### src/rtl/vpcie_pkg.sv
// Shared types for the vpcie request engine: op codes, completion status,
// FIFO entry layout, engine FSM states and the byte-enable decoder.
package vpcie_pkg;

    localparam logic [7:0] OP_MEM_READ  = 8'h00;
    localparam logic [7:0] OP_MEM_WRITE = 8'h01;

    localparam logic [1:0] CPL_SC = 2'd0;
    localparam logic [1:0] CPL_UR = 2'd1;

    typedef struct packed {
        logic [7:0]  op;
        logic [7:0]  bar;
        logic [7:0]  width;
        logic [63:0] addr;
        logic [31:0] data;
    } req_entry_t;

    typedef enum logic [1:0] {
        ST_IDLE,
        ST_ISSUE,
        ST_WAIT_R,
        ST_CPL
    } eng_state_e;

    // Returns {aligned_ok, be}; be is meaningless when aligned_ok is 0.
    function automatic logic [4:0] decode_be(input logic [7:0] width, input logic [1:0] lsb);
        logic [4:0] r;
        r = '0;
        case (width)
            8'd1:    r = {1'b1, 4'b0001 << lsb};
            8'd2:    r = {~lsb[0], 4'b0011 << lsb};
            8'd4:    r = {(lsb == 2'b00), 4'hF};
            default: r = '0;
        endcase
        return r;
    endfunction

endpackage

### src/rtl/vpcie_req_fifo.sv
// Synchronous request FIFO with extra-MSB pointers; a push while full is
// accepted only when a pop frees a slot in the same cycle.
module vpcie_req_fifo
    import vpcie_pkg::*;
#(
    parameter int unsigned DEPTH = 4
) (
    input  logic       clk_i,
    input  logic       rst_ni,
    input  logic       push_i,
    input  logic       pop_i,
    input  req_entry_t data_i,
    output req_entry_t head_o,
    output logic       full_o,
    output logic       empty_o,
    output logic       drop_o
);

    localparam int unsigned AW = $clog2(DEPTH);
    localparam int unsigned PW = AW + 1;

    req_entry_t    mem_q [DEPTH];
    logic [PW-1:0] wr_ptr_q, wr_ptr_d;
    logic [PW-1:0] rd_ptr_q, rd_ptr_d;
    logic          push_ok, pop_ok;

    always_comb begin
        empty_o  = (wr_ptr_q == rd_ptr_q);
        full_o   = (wr_ptr_q[PW-1] != rd_ptr_q[PW-1]) &&
                   (wr_ptr_q[AW-1:0] == rd_ptr_q[AW-1:0]);
        pop_ok   = pop_i && !empty_o;
        push_ok  = push_i && (!full_o || pop_ok);
        drop_o   = push_i && !push_ok;
        wr_ptr_d = wr_ptr_q + {{(PW-1){1'b0}}, push_ok};
        rd_ptr_d = rd_ptr_q + {{(PW-1){1'b0}}, pop_ok};
        head_o   = mem_q[rd_ptr_q[AW-1:0]];
    end

    always_ff @(posedge clk_i) begin
        if (!rst_ni) begin
            wr_ptr_q <= '0;
            rd_ptr_q <= '0;
        end else begin
            wr_ptr_q <= wr_ptr_d;
            rd_ptr_q <= rd_ptr_d;
        end
    end

    always_ff @(posedge clk_i) begin
        if (push_ok) begin
            mem_q[wr_ptr_q[AW-1:0]] <= data_i;
        end
    end

endmodule

### src/rtl/vpcie_req_engine.sv
// Executes buffered vpcie request headers as single-word BAR bus accesses,
// returns read completions and emits one credit per retired request.
// Optional macro VPCIE_BAR_CHECK_EN: treat bar_i >= NUM_BARS as malformed.
module vpcie_req_engine
    import vpcie_pkg::*;
#(
    parameter int unsigned FIFO_DEPTH = 4,
    parameter int unsigned ADDR_W     = 32,
    parameter int unsigned NUM_BARS   = 6
) (
    input  logic              clk_i,
    input  logic              rst_ni,
    input  logic              new_msg_i,
    input  logic [7:0]        op_i,
    input  logic [7:0]        bar_i,
    input  logic [7:0]        width_i,
    input  logic [63:0]       addr_i,
    input  logic [31:0]       word_data_i,
    output logic              bus_req_o,
    output logic              bus_we_o,
    output logic [2:0]        bus_bar_o,
    output logic [ADDR_W-1:0] bus_addr_o,
    output logic [3:0]        bus_be_o,
    output logic [31:0]       bus_wdata_o,
    input  logic              bus_gnt_i,
    input  logic              bus_rvalid_i,
    input  logic [31:0]       bus_rdata_i,
    output logic              cpl_valid_o,
    input  logic              cpl_ready_i,
    output logic [1:0]        cpl_status_o,
    output logic [31:0]       cpl_data_o,
    output logic              credit_token_o,
    output logic              overflow_o
);

    if (FIFO_DEPTH < 2 || (FIFO_DEPTH & (FIFO_DEPTH - 1)) != 0) begin : g_bad_depth
        $error("vpcie_req_engine: FIFO_DEPTH must be a power of two >= 2");
    end
    if (NUM_BARS < 1 || NUM_BARS > 8) begin : g_bad_bars
        $error("vpcie_req_engine: NUM_BARS must be in 1..8");
    end
    if (ADDR_W < 1 || ADDR_W > 64) begin : g_bad_addr
        $error("vpcie_req_engine: ADDR_W must be in 1..64");
    end

    req_entry_t push_entry;
    req_entry_t head;
    logic       fifo_full, fifo_empty, fifo_drop;
    logic       retire;

    eng_state_e  state_q, state_d;
    logic [1:0]  cpl_status_q, cpl_status_d;
    logic [31:0] cpl_data_q, cpl_data_d;
    logic        credit_q;
    logic        overflow_q;

    logic [4:0] head_dec;
    logic [3:0] head_be;
    logic       head_aligned, head_bar_ok, head_ok;
    logic       head_is_read, head_is_write;
    logic       unused_head;

    assign push_entry = '{op: op_i, bar: bar_i, width: width_i,
                          addr: addr_i, data: word_data_i};

    vpcie_req_fifo #(
        .DEPTH (FIFO_DEPTH)
    ) u_fifo (
        .clk_i   (clk_i),
        .rst_ni  (rst_ni),
        .push_i  (new_msg_i),
        .pop_i   (retire),
        .data_i  (push_entry),
        .head_o  (head),
        .full_o  (fifo_full),
        .empty_o (fifo_empty),
        .drop_o  (fifo_drop)
    );

    always_comb begin
        head_dec      = decode_be(head.width, head.addr[1:0]);
        head_aligned  = head_dec[4];
        head_be       = head_dec[3:0];
`ifdef VPCIE_BAR_CHECK_EN
        head_bar_ok   = (head.bar < 8'(NUM_BARS));
`else
        head_bar_ok   = 1'b1;
`endif
        head_ok       = head_aligned && head_bar_ok;
        head_is_read  = (head.op == OP_MEM_READ);
        head_is_write = (head.op == OP_MEM_WRITE);
    end

    // Upper address/BAR bits are deliberately dropped on the local bus.
    assign unused_head = ^{head, fifo_full};

    always_ff @(posedge clk_i) begin
        if (!rst_ni) begin
            state_q <= ST_IDLE;
        end else begin
            state_q <= state_d;
        end
    end

    always_comb begin
        state_d      = state_q;
        retire       = 1'b0;
        cpl_status_d = cpl_status_q;
        cpl_data_d   = cpl_data_q;
        case (state_q)
            ST_IDLE: begin
                if (!fifo_empty) begin
                    if ((head_is_read || head_is_write) && head_ok) begin
                        state_d = ST_ISSUE;
                    end else if (head_is_write) begin
                        // malformed write: silently retire, no completion
                        retire = 1'b1;
                    end else begin
                        state_d      = ST_CPL;
                        cpl_status_d = CPL_UR;
                        cpl_data_d   = '0;
                    end
                end
            end
            ST_ISSUE: begin
                if (bus_gnt_i) begin
                    if (head_is_write) begin
                        retire  = 1'b1;
                        state_d = ST_IDLE;
                    end else begin
                        state_d = ST_WAIT_R;
                    end
                end
            end
            ST_WAIT_R: begin
                if (bus_rvalid_i) begin
                    state_d      = ST_CPL;
                    cpl_status_d = CPL_SC;
                    cpl_data_d   = bus_rdata_i;
                end
            end
            ST_CPL: begin
                if (cpl_ready_i) begin
                    retire  = 1'b1;
                    state_d = ST_IDLE;
                end
            end
            default: state_d = ST_IDLE;
        endcase
    end

    always_ff @(posedge clk_i) begin
        if (!rst_ni) begin
            cpl_status_q <= '0;
            cpl_data_q   <= '0;
            credit_q     <= 1'b0;
            overflow_q   <= 1'b0;
        end else begin
            cpl_status_q <= cpl_status_d;
            cpl_data_q   <= cpl_data_d;
            credit_q     <= retire;
            overflow_q   <= overflow_q | fifo_drop;
        end
    end

    // Bus fields come straight from the FIFO head, which cannot change until retire.
    always_comb begin
        bus_req_o    = 1'b0;
        bus_we_o     = 1'b0;
        bus_bar_o    = '0;
        bus_addr_o   = '0;
        bus_be_o     = '0;
        bus_wdata_o  = '0;
        cpl_valid_o  = 1'b0;
        cpl_status_o = '0;
        cpl_data_o   = '0;
        if (state_q == ST_ISSUE) begin
            bus_req_o   = 1'b1;
            bus_we_o    = head_is_write;
            bus_bar_o   = head.bar[2:0];
            bus_addr_o  = head.addr[ADDR_W-1:0];
            bus_be_o    = head_be;
            bus_wdata_o = head.data;
        end
        if (state_q == ST_CPL) begin
            cpl_valid_o  = 1'b1;
            cpl_status_o = cpl_status_q;
            cpl_data_o   = cpl_data_q;
        end
    end

    assign credit_token_o = credit_q;
    assign overflow_o     = overflow_q;

endmodule

### config.mk
export PLATFORM = sky130hd
export DESIGN_NAME = vpcie_req_engine
export DESIGN_NICKNAME = d
export VERILOG_FILES = /design/src/rtl/vpcie_pkg.sv /design/src/rtl/vpcie_req_fifo.sv /design/src/rtl/vpcie_req_engine.sv
export SDC_FILE = /design/constraint.sdc
export NUM_CORES = 1
export LEC_CHECK = 0
export BUFFER_PORTS_ARGS = -buffer_cell sky130_fd_sc_hd__buf_2
export CAP_MARGIN = 20
export CORE_MARGIN = 3
export CORE_UTILIZATION = 33
export DETAILED_ROUTE_END_ITERATION = 12
export MAX_ROUTING_LAYER = met4
export PLACE_DENSITY_LB_ADDON = 0.3
export SYNTH_ARGS = -nofsm -noshare
export SYNTH_HDL_FRONTEND = slang
export SYNTH_SLANG_ARGS = --single-unit
### constraint.sdc
create_clock -name clk_i -period 10.3 [get_ports clk_i]
set_input_delay 2.06 -clock clk_i [delete_from_list [all_inputs] [get_ports clk_i]]
set_output_delay 2.06 -clock clk_i [all_outputs]
set_load 0.01 [all_outputs]
# Yosys cells after proc, flatten, opt, wreduce, memory -nomap -nowiden
# Memory sizes are Yosys's and may differ from the RTL's. A register that Yosys moved wholly into a read port is not among the register bits.
# Index checks and enable logic that the tools add are counted.
[op_classes] muxes=37 eq_ne=17 bitwise=2 n_addsub=2 shifts=2 reduce_logical=16
[ops] op="32-bit 2-to-1 mux" count=7
[ops] op="32-bit one-hot mux with 2 select lines" count=1
[ops] op="2-bit 2-to-1 mux" count=13
[ops] op="8-bit by 1-bit == test with 1-bit output, second input constant" count=2
[ops] op="5-bit one-hot mux with 3 select lines" count=1
[ops] op="2-bit inequality test, second input constant" count=6
[ops] op="1-bit 2-to-1 mux" count=10
[ops] op="5-bit AND reduction" count=2
[ops] op="8-bit by 2-bit == test with 1-bit output, second input constant" count=1
[ops] op="8-bit by 3-bit == test with 1-bit output, second input constant" count=1
[ops] op="8-bit logical NOT" count=1
[ops] op="2-bit one-hot mux with 4 select lines" count=1
[ops] op="3-bit by 1-bit adder with 3-bit output" count=2
[ops] op="1-bit logical AND" count=5
[ops] op="2-bit == test, second input constant" count=2
[ops] op="2-bit logical NOT" count=2
[ops] op="4-bit 2-to-1 mux" count=1
[ops] op="2-bit one-hot mux with 2 select lines" count=1
[ops] op="1-bit by 2-bit << shifter with 4-bit output, first input constant" count=1
[ops] op="2-bit by 2-bit << shifter with 4-bit output, first input constant" count=1
[ops] op="3-bit == test" count=1
[ops] op="1-bit logical NOT" count=3
[ops] op="3-bit 2-to-1 mux" count=1
[ops] op="3-bit inequality test, second input constant" count=1
[ops] op="other kinds (8)" count=9
[totals] output_inout_bits=110 mem_bits_rw=480 register_bits=44 n_memories=1 input_bits=158
[memory_table] name="u_fifo.mem_q" depth=4 word_bits=120 read_ports=1 rd_clocked_by_memory_dff=1 write_ports=1 line="vpcie_req_fifo.sv:22" source="req_entry_t mem_q [DEPTH];"

# Longest topological paths before layout
# Gate-level depths: netlist of run 1.
[depth] word_depth=12 mapped_depth=12 depth_no_buf=10

# Hierarchy
# From an unflattened synthesis of run 1, not the netlist that was laid out.
[hier_totals] cells_unflattened=990 area_unflattened_um2=20312.0
[modules_own_cells] mod="vpcie_req_fifo" instances=1 area_each_um2=17750.8 seq_area_each_um2=14533.9 cells_per_inst=659
[modules_own_cells] mod="vpcie_req_engine" instances=1 area_each_um2=2561.2 seq_area_each_um2=740.7 cells_per_inst=331

# Worst setup path after synthesis of run 1
# Ideal clock, no wire load.
[synth_path] path_type="input -> register" from="input port bus_gnt_i" to="memory u_fifo.mem_q[0][0] (netlist name), enable pin" n_path_buf=0 path_slack_ns=1.630 arrival_time_ns=8.044 setup_ns=0.626 cell_stages=3 cell_sequence="a32oi_1 a31o_2 nor3_1"
[synth_between] elab_chain_cells=7
[synth_lines] element="start: declaration" line="vpcie_req_engine.sv:25" source="input logic bus_gnt_i,"
[synth_lines] element="1-bit 2-to-1 mux" line="vpcie_req_engine.sv:126" source="if (bus_gnt_i) begin"
[synth_lines] element="1-bit one-hot mux with 3 select lines" line="vpcie_req_engine.sv:110" source="case (state_q)"
[synth_lines] element="1-bit logical AND" line="vpcie_req_fifo.sv:31" source="pop_ok = pop_i && !empty_o;"
[synth_lines] element="1-bit logical OR" line="vpcie_req_fifo.sv:32" source="push_ok = push_i && (!full_o || pop_ok);"
[synth_lines] element="1-bit logical AND" line="vpcie_req_fifo.sv:32"
[synth_lines] element="1-bit 2-to-1 mux" line="vpcie_req_fifo.sv:50" source="if (push_ok) begin"
[synth_lines] element="1-bit 2-to-1 mux (not written as such)" line="vpcie_req_fifo.sv:51" source="mem_q[wr_ptr_q[AW-1:0]] <= data_i;"
[synth_lines] element="end: declaration" line="vpcie_req_fifo.sv:22"
# Every way passes these cells.

==> results.md, run 1 <==
| Result | Value |
|---|---|
| HP Class | reg2reg |
| Total of cells resized after clock tree synthesis | 0 |
| Number of enable-type register cells in the synthesized netlist | 332 |
| CTS H-tree depth | 2 |
| Number of antenna violations at the first check in global routing | 8 |
| Worst min-delay path startpoint | cpl_data_q[1] |
| Initial DRC Count | 577 |
| CP Class | reg2out |
| Top post-synthesis cells by area | sky130_fd_sc_hd__edfxtp_1, sky130_fd_sc_hd__mux4_2, sky130_fd_sc_hd__dfxtp_1 |
| Post-detailed-route count of antenna-violating nets | 0 |
| Total DRC errors in the routed layout | 0 |
| Slew margin rel. | 30.9% |
| Fin. Hold Viols | 0 |
| Total Routed Length | 32300 um |
| Status | completed |
| Arrival time reported for the critical path endpoint | 3430 ps |
| Clk root buf | sky130_fd_sc_hd__clkbuf_16 |
| Max-cap viol count | 0 |
| Worst flop-to-flop path startpoint | u_fifo.rd_ptr_q[0] |
| Overflow left after global routing | 0 |
| Starting density of the core | 33.8% |
| Number of top-level pins | 268 |
| VDD IR-drop max | 136 uV |
| Predominant post-synthesis flop cell | sky130_fd_sc_hd__edfxtp_1 |
| Tot GR Track Use | 14.1% |
| Die extent in y | 217 um |
| Global-route wire length before repair | 49800 um |
| Final worst-path cycle share | 53.3% |
| Actual slew at the worst max-slew pin | 1040 ps |
| Vias after detailed routing | 7967 |
| Ordered list of cells on the worst path | mux4_2 -> a221oi_1 -> o21ai_1 -> nor2_1 -> o21ai_0 -> a21oi_1 -> buf_2 |
| Syn Std Cell Area | 0.0147 mm^2 |
| Most common cell in the synthesized netlist | sky130_fd_sc_hd__edfxtp_1 |
| CP endpoint kind | primary output |
| Fraction of post-synthesis cell area in the top cell type by area | 67.7% |
| Vias in the first global route | 8355 |
| Fraction of final layout cells sized beyond drive strength 1 | 39.2% |
| Cell taking the most area after synthesis | sky130_fd_sc_hd__edfxtp_1 |
| Per-cell via count in the routed design | 4.78 |
| Critical path peak fanout | 40 |
| Max Root-Sink Buffers | 3 |
| Instance count of the mapped netlist | 802 |
| Largest net degree at the start of global routing | 77 |
| Cell area after layout | 0.0179 mm^2 |
| Number of nets in the finished design | 1203 |
| Syn nets | 964 |
| Mean routed wirelength per cell | 19.3 um |
| Weighted congestion reported at the end of routability-driven placement | 0.721 |
| Synthesized area per cell | 18.4 um^2 |
| Clock transition at the registers of the reported paths | 60 ps |
| Biggest cell delay along the critical path | 900 ps |
| Synthesis warning total | 0 |
| Post-synthesis cell type count | 45 |
| Number of max-slew violations in the final report | 0 |
| Sequential element share of the synthesized area | 73.5% |
| Width of the chip | 217 um |
| Overall power of the completed layout | 0.00371 W |
| Highest clock frequency the design can meet | 182 MHz |
| Number of iterations in the first detailed-routing pass | 4 |
| Total number of clock tree sinks | 375 |
| Leak Pwr | 6.46 nW |
| Setup repair after global routing missed its margin | no |
| Register bit count reported by yosys | 375 |
| Cell Area, Placed | 0.0165 mm^2 |
| Num rows | 76 |
| Required time reported for the critical path endpoint | 8240 ps |
| Source of the critical timing path | u_fifo.rd_ptr_q[0] |
| Worst Setup Start Kind | flip-flop |
| Accumulated negative setup slack | 0 ps |
| Power per cell area | 207 mW/mm^2 |
| Area overhead of the layout relative to synthesis | 21.7% |
| Final Setup Violations | 0 |
| Leading post-synthesis cells by instance count | sky130_fd_sc_hd__edfxtp_1, sky130_fd_sc_hd__and2_1, sky130_fd_sc_hd__mux4_2 |
| Core outline area | 0.0436 mm^2 |
| Hold Buf Count CTS | 0 |
| Post-CTS Setup Repair Bufs | 0 |
| Post-synthesis async set-or-reset flop share | 0% |
| Number of buffers added on ports | 229 |
| Fin Clk Skew | 10.3 ps |
| Half-perimeter wire length of the detailed placement result | 19200 um |
| Skew-Pair Late Insertion Delay | 550 ps |
| Total clock buffers created by CTS | 42 |
| Clock tree from TritonCTS | yes |
| Fin crit period | 5490 ps |
| Overall die area | 0.0472 mm^2 |
| Cell with the largest stage delay on the worst path | sky130_fd_sc_hd__dfxtp_4 |
==> path summary, 6_finish.rpt <==
kind / cells past startpoint / end / slack, ps
setup reg to reg: 8 / u_fifo.mem_q[3][99] / 5560
setup / recovery: 7 / bus_be_o[3] / 4810
hold / removal: 2 / cpl_data_q[1] / 470
hold reg to reg: 2 / cpl_data_q[1] / 470
==> placed cells by master (no fill, tap or decap), types with 3 or more instances in the layout <==
master / Yosys / routed
sky130_fd_sc_hd__dfxtp_1: 43 / 41
sky130_fd_sc_hd__xnor2_1: 4 / 4
sky130_fd_sc_hd__mux4_2: 74 / 74
sky130_fd_sc_hd__ha_1: 4 / 4
sky130_fd_sc_hd__inv_6: 0 / 3
sky130_fd_sc_hd__buf_4: 1 / 14
sky130_fd_sc_hd__nor3_1: 9 / 8
sky130_fd_sc_hd__diode_2: 0 / 9
sky130_fd_sc_hd__clkinv_2: 0 / 6
sky130_fd_sc_hd__o22ai_1: 3 / 3
sky130_fd_sc_hd__or4_1: 5 / 5
sky130_fd_sc_hd__a21oi_1: 4 / 4
sky130_fd_sc_hd__nor2b_1: 4 / 4
sky130_fd_sc_hd__edfxtp_1: 332 / 332
sky130_fd_sc_hd__o21ai_1: 3 / 3
sky130_fd_sc_hd__nand2_1: 71 / 71
sky130_fd_sc_hd__nand2b_1: 5 / 5
sky130_fd_sc_hd__o21ai_0: 5 / 5
sky130_fd_sc_hd__nor2_1: 11 / 10
sky130_fd_sc_hd__clkbuf_16: 0 / 42
sky130_fd_sc_hd__and3_1: 34 / 34
sky130_fd_sc_hd__xor2_1: 3 / 3
sky130_fd_sc_hd__and2_1: 76 / 76
sky130_fd_sc_hd__o22ai_2: 30 / 30
sky130_fd_sc_hd__buf_2: 9 / 229
sky130_fd_sc_hd__clkbuf_1: 31 / 9
sky130_fd_sc_hd__clkinv_1: 0 / 8
sky130_fd_sc_hd__inv_1: 4 / 3
sky130_fd_sc_hd__bufinv_16: 0 / 5
==> per-stage QoR <==
stage / cells / setup slack, ps / utilization (%) / hold slack [ps]
2_1_floorplan: 802 / 1630 / - / 442
3_3_place_gp: 1581 / 5290 / 37.9 / 448
3_5_place_dp: 1581 / 5260 / 37.9 / 458
4_1_cts: 1658 / 4640 / 41.0 / 464
5_1_grt: 1667 / 4460 / 41.1 / 483
6_report: 1668 / 4810 / 41.1 / 469
==> registers in the layout, indices dropped and copies added, names as in the netlist <==
register         count
u_fifo.mem_q       332
cpl_data_q          32
u_fifo.rd_ptr_q      3
u_fifo.wr_ptr_q      3
state_q              2
cpl_status_q         1
credit_token_o       1
overflow_o           1
==> per-layer routing <==
layer	global-route usage, %	vias to the layer above	share of wire (%)
met5	-	-	0
li1	-	3644	-
met3	4.50	44	8.1
met4	4.46	0	1.9
met1	18.0	4053	44
met2	21.6	226	46
==> layout make-up <==
cell class | instances | area (um^2)
Antenna cell | 9 | 22.5
Clock buffer | 51 | 1080
Clock inverter | 26 | 277
Fill cell | 3977 | 25600
Inverter | 4 | 15.0
Multi-Input combinational cell | 374 | 3670
Sequential cell | 375 | 10800
Tap cell | 585 | 732
Timing Repair Buffer | 244 | 1280
==> cell families (layout without fill, tap and decap cells) <==
logic type / Yosys count / in the layout / share of synthesized area, %
compound gates: 60 / 60 / 4.01
flops: 375 / 375 / 73.5
fa+ha+maj: 4 / 4 / 0.340
other cells: 1 / 10 / 0.0255
xor+xnor: 7 / 7 / 0.416
mux: 74 / 74 / 11.3
buf+inv: 53 / 325 / 1.71
simple gates: 228 / 228 / 8.63
==> worst max-delay path, delay by kind of cell (launching register included) <==
kind	cells	cell delay [ps]
compound gates	4	910
mux	1	610
buf+inv	1	170
simple gates	1	290
flops	1	900
==> report_power, final <==
| part | switching (W) | leakage (nW) | internal [W] |
|---|---|---|---|
| Clock | 0.000594 | 0.660 | 0.000880 |
| Sequential | 0.0000282 | 3.40 | 0.00174 |
| Combinational | 0.000293 | 2.40 | 0.000176 |
(Power assumes the default switching activity.)
==> run 2: changes to the inputs <==
--- a/config.mk
+++ b/config.mk
@@ -5,6 +5,7 @@
 export SDC_FILE = /design/constraint.sdc
 export NUM_CORES = 1
 export LEC_CHECK = 0
+export ABC_AREA = 1
 export BUFFER_PORTS_ARGS = -buffer_cell sky130_fd_sc_hd__buf_2
 export CAP_MARGIN = 20
 export CORE_MARGIN = 3
==> constraint.sdc (replaced) <==
create_clock -name clk_i -period 5.4 [get_ports clk_i]
set_input_delay 1.08 -clock clk_i [delete_from_list [all_inputs] [get_ports clk_i]]
set_output_delay 1.08 -clock clk_i [all_outputs]
set_load 0.01 [all_outputs]
==> results.md, run 2 <==
| Result | Value | Change |
|---|---|---|
| Status | completed | unchanged |
| Register bit count reported by yosys | 375 | unchanged |
| Overall die area | 0.0484 mm^2 | was 0.0472 mm^2 |
| Total clock buffers created by CTS | 41 | was 42 |
| Total Routed Length | 36500 um | was 32300 um |
| Largest net degree at the start of global routing | 105 | was 77 |
| Sequential share of power | 46.1% | was 47.7% |
| HP Class | reg2reg | unchanged |
| Skew-Pair Late Insertion Delay | 550 ps | about the same |
| Fin crit period | 4170 ps |  |
| Worst setup path endpoint | bus_addr_o[25] | was bus_be_o[3] |
| Clock transition at the registers of the reported paths | 60 ps | about the same |
| Number of enable-type register cells in the synthesized netlist | 332 | unchanged |
| Ordered list of cells on the worst path | inv_4 -> buf_4 -> o21ai_0 -> a21oi_1 -> buf_2 | was mux4_2 -> a221oi_1 -> o21ai_1 -> nor2_1 -> o21ai_0 -> a21oi_1 -> buf_2 |
| Area overhead of the layout relative to synthesis | 20.4% | was 21.7% |
| Synthesis warning total | 0 | unchanged |
| Net switching fraction of the power | 28.4% | was 24.6% |
| Total of cells resized after clock tree synthesis | 0 | unchanged |
| Fraction of post-synthesis cell area in the top cell type by area | 65.9% | was 67.7% |
| Placed Cells | 2134 | was 1581 |
| Core outline area | 0.0447 mm^2 | was 0.0436 mm^2 |
| Number of flip-flops under the largest register name | 332 | unchanged |
| Top library cells by usage in the layout, fill and taps aside | sky130_fd_sc_hd__nor2_1, sky130_fd_sc_hd__edfxtp_1, sky130_fd_sc_hd__buf_2 | was sky130_fd_sc_hd__edfxtp_1, sky130_fd_sc_hd__buf_2, sky130_fd_sc_hd__and2_1 |
| Share of total power in combinational logic | 19.1% | was 12.6% |
| Total DRC errors in the routed layout | 0 | unchanged |
| Top post-synthesis cells by area | sky130_fd_sc_hd__edfxtp_1, sky130_fd_sc_hd__nor2_1, sky130_fd_sc_hd__dfxtp_1 | was sky130_fd_sc_hd__edfxtp_1, sky130_fd_sc_hd__mux4_2, sky130_fd_sc_hd__dfxtp_1 |
| Fraction of final layout cells sized beyond drive strength 1 | 19.9% | was 39.2% |
| Number of buffers added on ports | 229 | unchanged |
| Register area | 0.0108 mm^2 | unchanged |
| Mean routed wirelength per cell | 16.5 um | was 19.3 um |
| Leading post-synthesis cells by instance count | sky130_fd_sc_hd__nor2_1, sky130_fd_sc_hd__edfxtp_1, sky130_fd_sc_hd__nand2_1 | was sky130_fd_sc_hd__edfxtp_1, sky130_fd_sc_hd__and2_1, sky130_fd_sc_hd__mux4_2 |
| Clk root buf | sky130_fd_sc_hd__clkbuf_16 | unchanged |
| Number of top-level pins | 268 | unchanged |
| Initial DRC Count | 691 | was 577 |
| Instance count of the mapped netlist | 1373 | was 802 |
| Syn nets | 1535 | was 964 |
| Source of the critical timing path | u_fifo.rd_ptr_q[0] | unchanged |
| Fin. Hold Viols | 0 | unchanged |
| Highest clock frequency the design can meet | 240 MHz |  |
| Number of iterations in the first detailed-routing pass | 6 | was 4 |
| Clock network fraction of design power | 34.9% | was 39.7% |
| Width of the chip | 220 um | was 217 um |
| Biggest cell delay along the critical path | 820 ps | was 900 ps |
| Vias after detailed routing | 10.3k | was 7967 |
| Actual slew at the worst max-slew pin | 946 ps | was 1040 ps |
| Final cell count without fillers | 2218 | was 1668 |
| Final Setup Violations | 0 | unchanged |
| Cell with the largest stage delay on the worst path | sky130_fd_sc_hd__buf_4 | was sky130_fd_sc_hd__dfxtp_4 |
| Arrival time reported for the critical path endpoint | 3090 ps | was 3430 ps |
| Worst flop-to-flop path startpoint | u_fifo.rd_ptr_q[1] | was u_fifo.rd_ptr_q[0] |
| Vias in the first global route | 9910 | was 8355 |
| Cell taking the most area after synthesis | sky130_fd_sc_hd__edfxtp_1 | unchanged |
| Weighted congestion reported at the end of routability-driven placement | 0.778 | was 0.721 |
| Per-cell via count in the routed design | 4.64 | was 4.78 |
| Post-synthesis cell type count | 29 | was 45 |
| Hold Buf Count CTS | 0 | unchanged |
| Syn Std Cell Area | 0.0151 mm^2 | was 0.0147 mm^2 |
| Setup repair after global routing missed its margin | no | unchanged |
| CP Class | reg2out | unchanged |
| Post-synthesis async set-or-reset flop share | 0% | unchanged |
| Post-detailed-route count of antenna-violating nets | 0 | unchanged |
| Total number of clock tree sinks | 375 | unchanged |
| Worst Setup Start Kind | flip-flop | unchanged |
| Global-route wire length before repair | 55500 um | was 49800 um |
| Multi-input gate area | 0.00371 mm^2 | was 0.00367 mm^2 |
| Cell area after layout | 0.0182 mm^2 | was 0.0179 mm^2 |
| Power per cell area | 416 mW/mm^2 | was 207 mW/mm^2 |
| Net Switching | 0.00215 W | was 0.000915 W |
| Register-to-register setup slack | 1470 ps | was 5560 ps |
| Leak Pwr | 7.09 nW | was 6.46 nW |
| Num rows | 77 | was 76 |
| Sequential element share of the synthesized area | 71.6% | was 73.5% |
| Required time reported for the critical path endpoint | 4320 ps | was 8240 ps |
| CP endpoint kind | primary output | unchanged |
| Worst reg-to-reg path cell count | 11 | was 8 |
| Post-layout util | 40.7% | was 41.1% |
| Final worst-path cycle share | 77.2% |  |
| Overflow left after global routing | 0 | unchanged |
| CTS H-tree depth | 2 | unchanged |
| Worst Hold Path Cells | 2 | unchanged |
| Starting density of the core | 33.8% | about the same |
| Most common cell in the synthesized netlist | sky130_fd_sc_hd__nor2_1 | was sky130_fd_sc_hd__edfxtp_1 |
| Fill cell instance count of the final layout | 4282 | was 3977 |
| Cell Area, Placed | 0.0169 mm^2 | was 0.0165 mm^2 |
| Accumulated negative setup slack | 0 ps | unchanged |
| VDD IR-drop max | 258 uV | was 136 uV |
| Max-cap viol count | 0 | unchanged |
| Half-perimeter wire length of the detailed placement result | 20900 um | was 19200 um |
| Worst r2r dst | u_fifo.mem_q[2][36] | was u_fifo.mem_q[3][99] |
| Number of antenna violations at the first check in global routing | 9 | was 8 |
| Int Pwr | 0.00542 W | was 0.00280 W |
| Predominant post-synthesis flop cell | sky130_fd_sc_hd__edfxtp_1 | unchanged |
| Max Root-Sink Buffers | 3 | unchanged |
| Critical path peak fanout | 104 | was 40 |
| Synthesized area per cell | 11.0 um^2 | was 18.4 um^2 |
| Number of max-slew violations in the final report | 0 | unchanged |
| Number of nets in the finished design | 1747 | was 1203 |
| Die extent in y | 220 um | was 217 um |
| Slew margin rel. | 36.9% | was 30.9% |
| Clock tree from TritonCTS | yes | unchanged |
| Post-CTS Setup Repair Bufs | 0 | unchanged |
| Fin Clk Skew | 12.4 ps | was 10.3 ps |
| Most common cell after layout, fill and taps aside | sky130_fd_sc_hd__nor2_1 | was sky130_fd_sc_hd__edfxtp_1 |
| Tot GR Track Use | 15.3% | was 14.1% |
## run 2: changes by cell type in the layout (fill, tap and decap cells not counted), sizes merged, moves of 67 or more
| cell | delta |
|---|---|
| a21oi | +67 |
| o21ai | +128 |
| mux4 | -74 |
| and2 | -76 |
| nand2 | +117 |
| nor2 | +359 |
## run 2: worst min-delay path by stage
stage	startpoint	endpoint	slack [ps]
2_1_floorplan	cpl_status_q[0]	cpl_status_q[0]	450
3_5_place_dp	overflow_o	overflow_o	450
6_report	overflow_o	overflow_o	460
4_1_cts	overflow_o	overflow_o	470
3_3_place_gp	overflow_o	overflow_o	450
5_1_grt	overflow_o	overflow_o	540
## run 2: worst max-delay path: cells and delay by family (launching register included)
family / cells / cell delay, ps
flops: 1 / 450
buf+inv: 3 / 1480
compound gates: 2 / 520
## run 2: logic make-up after synthesis
group	count (synthesis)	share of synthesized area, %
XOR/XNOR	3	0.174
AND/OR/NAND/NOR	638	16.9
buffers and inverters	143	4.04
AO/OA/AOI/OAI	209	6.92
other	1	0.0248
adder cells (fa/ha/maj)	4	0.331
flip-flops	375	71.6
## run 2: metrics by stage
stage,total power [W],hold WS [ps],setup slack [ps]
floorplan,0.00453,452,-140
global placement,0.00498,450,1360
detailed placement,0.00500,454,1400
CTS,0.00767,466,1130
global route,0.00801,539,896
finish,0.00757,460,1230
## run 2: routing by layer
| metal | up-vias | track usage [%] | part of all wire (%) |
|---|---|---|---|
| li1 | 5105 | - | - |
| met1 | 4835 | 19.2 | 44 |
| met2 | 291 | 24.3 | 47 |
| met3 | 53 | 4.26 | 7.1 |
| met4 | 0 | 4.76 | 1.9 |
| met5 | - | - | 0 |
## run 2: layout make-up
type / count / area share, %
antenna: 10 / 0.137
multi-input combinational: 855 / 20.4
clock inverter: 23 / 1.11
timing repair buffer: 247 / 7.56
sequential: 375 / 59.5
clock buffer: 51 / 5.84
inverter: 65 / 1.35
tap: 592 / 4.07
## run 2: power by group through the flow
stage	registers, W	logic [W]	clock network, W
after floorplan	0.00354	0.000992	0
after detailed placement	0.00355	0.00146	0
after global routing	0.00350	0.00166	0.00284
final	0.00348	0.00144	0.00264
after global placement	0.00354	0.00145	0
after CTS	0.00349	0.00147	0.00272
